$ cat src/rtl/dac_spi_out.sv
// DAC output stage: biases and scales a filter sample to a DAC code, then sends
// {CFG, code} as one SPI frame followed by an LDAC pulse. Optional macro DAC_SAT_EN enables code saturation.
module dac_spi_out #(
  parameter int          DAC_W   = 12,
  parameter int          SHIFT   = 11,
  parameter logic [31:0] OFFSET  = 32'h003FFFFF,
  parameter logic [3:0]  CFG     = 4'b0011,
  parameter int          CLK_DIV = 4
) (
  input  logic        clk,
  input  logic        rst,
  input  logic [31:0] data_in,
  input  logic        valid_in,
  output logic        sclk,
  output logic        mosi,
  output logic        cs_n,
  output logic        ldac_n,
  output logic        busy,
  output logic        overrun
);

  localparam int F  = 4 + DAC_W;
  localparam int CW = (CLK_DIV > 1) ? $clog2(CLK_DIV) : 1;
  localparam int BW = $clog2(F);
  localparam logic [CW-1:0] CNT_LAST = CW'(CLK_DIV - 1);
  localparam logic [BW-1:0] BIT_LAST = BW'(F - 1);

  typedef enum logic [2:0] {S_IDLE, S_SETUP, S_SHIFT, S_END, S_LATCH} state_t;

  state_t           state;
  logic [CW-1:0]    cnt;
  logic [BW-1:0]    bit_cnt;
  logic             low_ph;
  logic [F-1:0]     shreg;
  logic [DAC_W-1:0] hold;
  logic             pend;
  logic             take;

  // 33-bit sum so the bias can never overflow the signed sample
  logic signed [32:0] biased;
  assign biased = $signed({data_in[31], data_in}) + $signed({OFFSET[31], OFFSET});

  logic [DAC_W-1:0] code;
`ifdef DAC_SAT_EN
  always_comb begin
    code = biased[SHIFT+DAC_W-1:SHIFT];
    if (biased[32])                     code = '0;
    else if (|biased[31:SHIFT+DAC_W])   code = '1;
  end
`else
  assign code = biased[SHIFT+DAC_W-1:SHIFT];
`endif

  assign take = (state == S_IDLE) && pend;

  always_ff @(posedge clk or posedge rst) begin
    if (rst) begin
      state   <= S_IDLE;
      cnt     <= '0;
      bit_cnt <= '0;
      low_ph  <= 1'b0;
      shreg   <= '0;
      hold    <= '0;
      pend    <= 1'b0;
      overrun <= 1'b0;
      sclk    <= 1'b0;
      mosi    <= 1'b0;
      cs_n    <= 1'b1;
      ldac_n  <= 1'b1;
      busy    <= 1'b0;
    end else begin
      // A strobe coinciding with the IDLE hand-off refills the slot without loss
      if (valid_in) begin
        hold <= code;
        pend <= 1'b1;
        if (pend && !take) overrun <= 1'b1;
      end else if (take) begin
        pend <= 1'b0;
      end

      case (state)
        S_IDLE: begin
          if (pend) begin
            shreg <= {CFG, hold};
            mosi  <= CFG[3];
            cs_n  <= 1'b0;
            busy  <= 1'b1;
            cnt   <= '0;
            state <= S_SETUP;
          end
        end
        S_SETUP: begin
          if (cnt == CNT_LAST) begin
            cnt     <= '0;
            sclk    <= 1'b1;
            low_ph  <= 1'b0;
            bit_cnt <= '0;
            state   <= S_SHIFT;
          end else cnt <= cnt + 1'b1;
        end
        S_SHIFT: begin
          if (cnt == CNT_LAST) begin
            cnt <= '0;
            if (!low_ph) begin
              sclk   <= 1'b0;
              low_ph <= 1'b1;
              mosi   <= shreg[F-2];
              shreg  <= {shreg[F-2:0], 1'b0};
            end else if (bit_cnt == BIT_LAST) begin
              cs_n  <= 1'b1;
              mosi  <= 1'b0;
              state <= S_END;
            end else begin
              bit_cnt <= bit_cnt + 1'b1;
              sclk    <= 1'b1;
              low_ph  <= 1'b0;
            end
          end else cnt <= cnt + 1'b1;
        end
        S_END: begin
          if (cnt == CNT_LAST) begin
            cnt    <= '0;
            ldac_n <= 1'b0;
            state  <= S_LATCH;
          end else cnt <= cnt + 1'b1;
        end
        S_LATCH: begin
          if (cnt == CNT_LAST) begin
            cnt    <= '0;
            ldac_n <= 1'b1;
            busy   <= 1'b0;
            state  <= S_IDLE;
          end else cnt <= cnt + 1'b1;
        end
        default: state <= S_IDLE;
      endcase
    end
  end

endmodule

$ cat config.mk
export PLATFORM = sky130hd
export DESIGN_NAME = dac_spi_out
export DESIGN_NICKNAME = d
export VERILOG_FILES = /design/src/rtl/dac_spi_out.sv
export SDC_FILE = /design/constraint.sdc
export NUM_CORES = 1
export LEC_CHECK = 0
export CORE_UTILIZATION = 27
export CTS_CLUSTER_DIAMETER = 40
export DETAILED_ROUTE_END_ITERATION = 10
export GPL_ROUTABILITY_DRIVEN = 0
export GPL_TIMING_DRIVEN = 1
export HOLD_SLACK_MARGIN = 0.05
export PLACE_DENSITY_LB_ADDON = 0.12
export SKIP_LAST_GASP = 1
export SYNTH_ARGS = -nofsm -noshare
export SYNTH_HDL_FRONTEND = slang
export SYNTH_SLANG_ARGS = --single-unit
$ cat constraint.sdc
create_clock -name clk -period 2.4 [get_ports clk]
set_input_delay 0.48 -clock clk [delete_from_list [all_inputs] [get_ports clk]]
set_output_delay 0.48 -clock clk [all_outputs]
set_load 0.005 [all_outputs]
==> results of run 1 <==
registers in the layout, summed over array words and instances, names as in the netlist, 2 cells and up:
signal / count
shreg: 15
bit_cnt: 4
hold: 12
cnt: 2
state: 3
per-stage QoR:
step / hold slack [ps] / TNS (ps)
after floorplan: 466 / 0
after global placement: 462 / -213
after detailed placement: 474 / -219
after CTS: 496 / 0
after global routing: 522 / 0
final: 484 / 0
worst max-delay path by stage:
stage | startpoint | endpoint | cells after the start
final | data_in[18] | hold[11] | 5
after global routing | data_in[16] | hold[11] | 5
after CTS | data_in[18] | hold[11] | 5
after detailed placement | data_in[18] | hold[11] | 5
after global placement | data_in[18] | hold[11] | 5
after floorplan | data_in[18] | hold[11] | 4
cell families (layout without fill, tap and decap cells):
kind of cell / Yosys count / count (layout) / share of synthesized area
and+or+nand+nor: 102 / 102 / 0.220
AOI/OAI and AO/OA: 65 / 65 / 0.193
DFF: 44 / 44 / 0.499
buffers and inverters: 23 / 64 / 0.0560
xor gates and xnor gates: 4 / 4 / 0.0158
adders and majority gates: 2 / 2 / 0.0113
muxes: 1 / 1 / 0.00509
area by class of cell:
type | count | share of cell area
clock buffer | 5 | 0.0245
clock inverter | 3 | 0.0151
inverter | 7 | 0.00935
multi-input combinational | 174 | 0.350
sequential | 44 | 0.393
tap | 102 | 0.0454
timing repair buffer | 49 | 0.163
worst max-delay path: stages:
cell	delay, ps
clkdlybuf4s50_1	420
or4_4	540
or4_1	430
or3_1	350
o221ai_1	180
per-layer routing:
layer  up-vias  track usage
met5         -            0
met4         0       0.0469
met3         6       0.0246
met2        42        0.180
met1       829        0.168
li1        958            -
power groups by stage:
stage	logic (mW)	registers (mW)	clock network (mW)
after floorplan	0.661	1.08	0
after global routing	1.00	1.19	0.617
final	0.868	1.14	0.566
after detailed placement	0.880	1.16	0
after global placement	0.876	1.16	0
after CTS	0.880	1.15	0.591
layout by cell type, fill, tap and decap left out, types with 3 or more instances in the layout:
| master | Yosys | layout |
|---|---|---|
| dfrtp_1 | 42 | 42 |
| nor2_1 | 35 | 35 |
| nand2_1 | 32 | 32 |
| clkdlybuf4s50_1 | 0 | 31 |
| a31oi_1 | 21 | 21 |
| buf_4 | 0 | 17 |
| o21ai_0 | 13 | 13 |
| a21oi_1 | 9 | 9 |
| nand3_1 | 6 | 6 |
| inv_1 | 7 | 6 |
| o41ai_1 | 5 | 5 |
| clkbuf_8 | 3 | 5 |
| xor2_1 | 4 | 4 |
| or3_1 | 4 | 4 |
| o31ai_1 | 4 | 4 |
| nor4_1 | 3 | 3 |
| or4_1 | 3 | 3 |
==> results.sh, run 1 <==
export IMPL_dr_wl_met2_um=1970
export IMPL_antenna_found_initial=0
export IMPL_finalMaxSlewViolations=0
export IMPL_min_to="overrun"
export IMPL_area_growth_pct=27.1
export IMPL_cts_htree_levels=2
export IMPL_cts_root_buf="clkbuf_8"
export IMPL_portBuffers=31
export IMPL_ctsResizeCount=0
export IMPL_end_kind="register"
export IMPL_multiInputGateArea_um2=985
export IMPL_min_path_type="reg2reg"
export IMPL_synth_edf_count=0
export IMPL_crit_reg2reg_launch="state[2]"
export IMPL_synth_seq_cells=44
export IMPL_place_ws_ps=-108
export IMPL_crit_path_start_kind="input port"
export IMPL_fin_ws_ps=203
export IMPL_synth_area_um2=2210
export IMPL_p_seq_frac=0.444
export IMPL_power_mw=2.58
export IMPL_topRoutingLayerUsed="met4"
export IMPL_hold_violations=0
export IMPL_hold_buffers=0
export IMPL_wl_met3_um=152
export IMPL_hold_path_startpoint="overrun"
export IMPL_internal_power_mw=1.68
export IMPL_reg2reg_slack_ps=570
export IMPL_grt_max_degree=30
export IMPL_dp_cells=376
export IMPL_max_freq_mhz=455
export IMPL_die_y_um=92.5
export IMPL_wl_um=4570
export IMPL_total_leakage_power_nw=1.13
export IMPL_power_density_nw_per_um2=917
export IMPL_synth_top_cell_by_area="dfrtp_1"
export IMPL_rows=32
export IMPL_finalSetupViolCount=0
export IMPL_fin_crit_sh=0.916
export IMPL_drt_met1_wl_um=2360
export IMPL_drive_above_1_share=0.131
export IMPL_final_util=0.360
export IMPL_fin_area_um2=2810
export IMPL_ios=41
export IMPL_synth_nets=278
export IMPL_crit_type="in2reg"
export IMPL_fin_worst_skew_ps=11.7
export IMPL_rsz0062_at_grt="no"
export IMPL_ys_flop_type="dfrtp_1"
export IMPL_synth_most_common_cell="dfrtp_1"
export IMPL_synth_area_per_cell_um2=9.18
export IMPL_placed_area_um2=2700
export IMPL_slew_limit_headroom=0.533
export IMPL_swShare=0.347
export IMPL_remaining_drc_errors=0
export IMPL_vias=1835
export IMPL_status="finished, final reports clean"
export IMPL_worstPathMaxFanout=3
export IMPL_ys_async_sr_fraction=1.00
export IMPL_ys_types=46
export IMPL_reg2reg_depth=4
export IMPL_clk_pin_slew_ps=90
export IMPL_initial_core_util=0.283
export IMPL_synth_top_cell_area_share=0.475
export IMPL_synth_top_cells_by_area="dfrtp_1 48%, a31oi_1 5.9%, nor2_1 5.9%, nand2_1 5.4%, o21ai_0 2.9%"
export IMPL_viasPerCell=4.78
export IMPL_netlist_instances=241
export IMPL_drtIter0Drc=88
export IMPL_critPathRequiredTime_ps=2610
export IMPL_irDropWorstVdd_mv=0.270
export IMPL_cts_buffers=5
export IMPL_fillCellCount=819
export IMPL_drv_cap=0
export IMPL_detailed_place_hpwl_um=3310
export IMPL_min_period_ps=2200
export IMPL_die_area_um2=8560
export IMPL_core_um2=7810
export IMPL_postCtsSetupBuffers=0
export IMPL_combPwrFrac=0.337
export IMPL_grt_pass1_wl_um=8160
export IMPL_tightest_slew_ps=696
export IMPL_clockBufferDepth=2
export IMPL_nNetsFinal=318
export IMPL_yosysWarnings=0
export IMPL_stdcell_count=384
export IMPL_grt_total_usage=0.120
export IMPL_clk_latency_ps=300
export IMPL_wl_per_cell_um=11.9
export IMPL_ant_nets=0
export IMPL_grt_pass1_vias=1772
export IMPL_cts_tree="done"
export IMPL_hold_depth=1
export IMPL_register_area_um2=1100
export IMPL_fp_dieW_um=92.5
export IMPL_net_switching_power_uw=894
export IMPL_r2r_end="bit_cnt[2]"
export IMPL_clock_sinks=44
export IMPL_grt_ovfl_total=0
export IMPL_firstDrtPassIters=4
export IMPL_p_clk_frac=0.219
export IMPL_ys_seq_area_frac=0.499
export IMPL_arrival_ps=2410
export IMPL_synthTopCellsByCount="42 x dfrtp_1, 35 x nor2_1, 32 x nand2_1"
export IMPL_num_antenna_cells=0
(Power assumes the default switching activity.)
==> run 2, diff against run 1 <==
- DONT_BUFFER_PORTS: unset -> 1
- TNS_END_PERCENT: unset -> 50
==> run 2 against run 1 <==
Register-to-register slack better by 100 ps. Sequential power about the same. Via count down 6.6%. Die area unchanged. Largest cell class unchanged. Final area down 15%. Non-clock buffer count down 40.
==> results.sh, run 2 (same netlist as run 1, synthesis figures left out) <==
export IMPL_status="finished, final reports clean"
export IMPL_clk_pin_slew_ps=90
export IMPL_rsz0062_at_grt="no"
export IMPL_power_mw=2.39
export IMPL_grt_max_degree=30
export IMPL_min_period_ps=1770
export IMPL_slew_limit_headroom=0.699
export IMPL_grt_util_met2=0.185
export IMPL_reg2reg_slack_ps=670
export IMPL_grt_use_met3=0.0263
export IMPL_arrival_ps=1980
export IMPL_swShare=0.359
export IMPL_wl_um=4570
export IMPL_largest_register="shreg"
export IMPL_slowest_delay_ps=540
export IMPL_crit_type="in2reg"
export IMPL_placed_area_um2=2310
export IMPL_stdcell_count=344
export IMPL_p_clk_frac=0.201
export IMPL_tightest_slew_ps=448
export IMPL_antenna_found_initial=0
export IMPL_layout_common_cells="42 x dfrtp_1, 35 x nor2_1, 32 x nand2_1, 21 x a31oi_1, 13 x o21ai_0"
export IMPL_critPathRequiredTime_ps=2610
export IMPL_clock_sinks=44
export IMPL_rows=32
export IMPL_fin_worst_skew_ps=12.0
export IMPL_wl_per_cell_um=13.3
export IMPL_fin_area_um2=2400
export IMPL_hold_buffers=0
export IMPL_ios=41
export IMPL_cts_buffers=5
export IMPL_total_leakage_power_nw=0.955
export IMPL_grt_pass1_vias=1734
export IMPL_end_kind="register"
export IMPL_internal_power_mw=1.53
export IMPL_finalMaxSlewViolations=0
export IMPL_area_growth_pct=8.65
export IMPL_mostFrequentLayoutCell="dfrtp_1"
export IMPL_irDropWorstVdd_mv=0.220
export IMPL_drtIter0Drc=56
export IMPL_fin_crit_sh=0.737
export IMPL_ant_nets=0
export IMPL_fp_dieW_um=92.5
export IMPL_cts_tree="done"
export IMPL_nNetsFinal=278
export IMPL_firstDrtPassIters=4
export IMPL_finalSetupViolCount=0
export IMPL_detailed_place_hpwl_um=3200
export IMPL_reg_top3="shreg: 15 flops, hold: 12 flops, bit_cnt: 4 flops"
export IMPL_num_antenna_cells=0
export IMPL_hold_violations=0
export IMPL_viasPerCell=4.98
export IMPL_drive_above_1_share=0.116
export IMPL_ctsResizeCount=0
export IMPL_crit_buf_inv=1
export IMPL_postCtsSetupBuffers=0
export IMPL_dp_cells=336
export IMPL_core_um2=7810
export IMPL_combPwrFrac=0.322
export IMPL_crit_path_start_kind="input port"
export IMPL_met1_usage=0.172
export IMPL_die_area_um2=8560
export IMPL_cts_root_buf="clkbuf_8"
export IMPL_vias=1714
export IMPL_grt_pass1_wl_um=8230
export IMPL_cts_htree_levels=2
export IMPL_crit_reg2reg_launch="state[0]"
export IMPL_max_freq_mhz=566
export IMPL_portBuffers=0
export IMPL_largest_reg_flops=15
export IMPL_tns_ps=0
export IMPL_power_density_nw_per_um2=995
export IMPL_clk_latency_ps=290
export IMPL_r2r_end="bit_cnt[2]"
export IMPL_reg2reg_depth=4
export IMPL_fillCellCount=841
export IMPL_net_switching_power_uw=858
export IMPL_initial_core_util=0.283
export IMPL_remaining_drc_errors=0
export IMPL_min_path_type="in2async"
export IMPL_worstPathMaxFanout=17
export IMPL_p_seq_frac=0.477
export IMPL_grt_ovfl_total=0
export IMPL_drv_cap=0
export IMPL_clockBufferDepth=2
export IMPL_die_y_um=92.5
export IMPL_cp_slowest_cell="or4_2"
export IMPL_grt_total_usage=0.122
export IMPL_grt_busiest_layer="met2"
export IMPL_critPathTopFamily="simple AND/OR/NAND/NOR gates"
export IMPL_path_cells="nor4_1 > nand4_1 > buf_4 > or4_2 > a31oi_1"
==> run 2: cell types whose count changed in the layout (fill, tap and decap cells not counted), sizes merged <==
cell	change
clkinv	-2
buf	-9
inv	+1
bufinv	-1
clkdlybuf4s50	-31
clkbuf	+2
==> run 2: worst max path at each step <==
| stage | slack [ps] | start | cells after the start | endpoint |
|---|---|---|---|---|
| after floorplan | 400 | data_in[18] | 4 | hold[11] |
| after global placement | 330 | data_in[10] | 5 | hold[5] |
| after detailed placement | 290 | data_in[10] | 5 | hold[5] |
| after CTS | 600 | data_in[10] | 5 | hold[5] |
| after global routing | 390 | data_in[10] | 5 | hold[5] |
| final | 630 | data_in[10] | 5 | hold[5] |
==> run 2: power by group through the flow <==
| stage | Clock [mW] | Combinational [mW] | Sequential [mW] |
|---|---|---|---|
| 6_report | 0.481 | 0.770 | 1.14 |
| 5_1_grt | 0.540 | 0.903 | 1.18 |
| 4_1_cts | 0.511 | 0.789 | 1.15 |
| 3_5_place_dp | 0 | 0.790 | 1.16 |
| 3_3_place_gp | 0 | 0.785 | 1.16 |
| 2_1_floorplan | 0 | 0.661 | 1.08 |
==> run 2: final cells by class <==
class	count	area [um2]	share of cell area
flip-flops and latches	44	1100	0.459
multi-input cells	174	985	0.410
well taps	102	128	0.0531
clock buffers	7	86.3	0.0359
repair buffers	9	67.6	0.0281
inverters	7	26.3	0.0109
clock inverters	1	7.51	0.00312
==> run 2: layer usage <==
metal	vias to the layer above	wire length, um
met5	-	0
li1	873	-
met3	2	200
met2	37	1950
met4	0	43
met1	802	2370
==> run 2: per-stage QoR <==
stage / utilization / hold slack, ps / setup slack, ps
global placement: 0.296 / 392 / 330
global route: 0.308 / 70.7 / 387
floorplan: - / 466 / 395
finish: 0.308 / 47.2 / 632
detailed placement: 0.296 / 384 / 292
CTS: 0.308 / 56.2 / 602
==> run 2: worst reg2reg max path: stages, from the launching register on <==
cell     delay (ps)
dfrtp_1         520
nor3b_1         410
and3_1          320
inv_1            60
o41ai_1         310
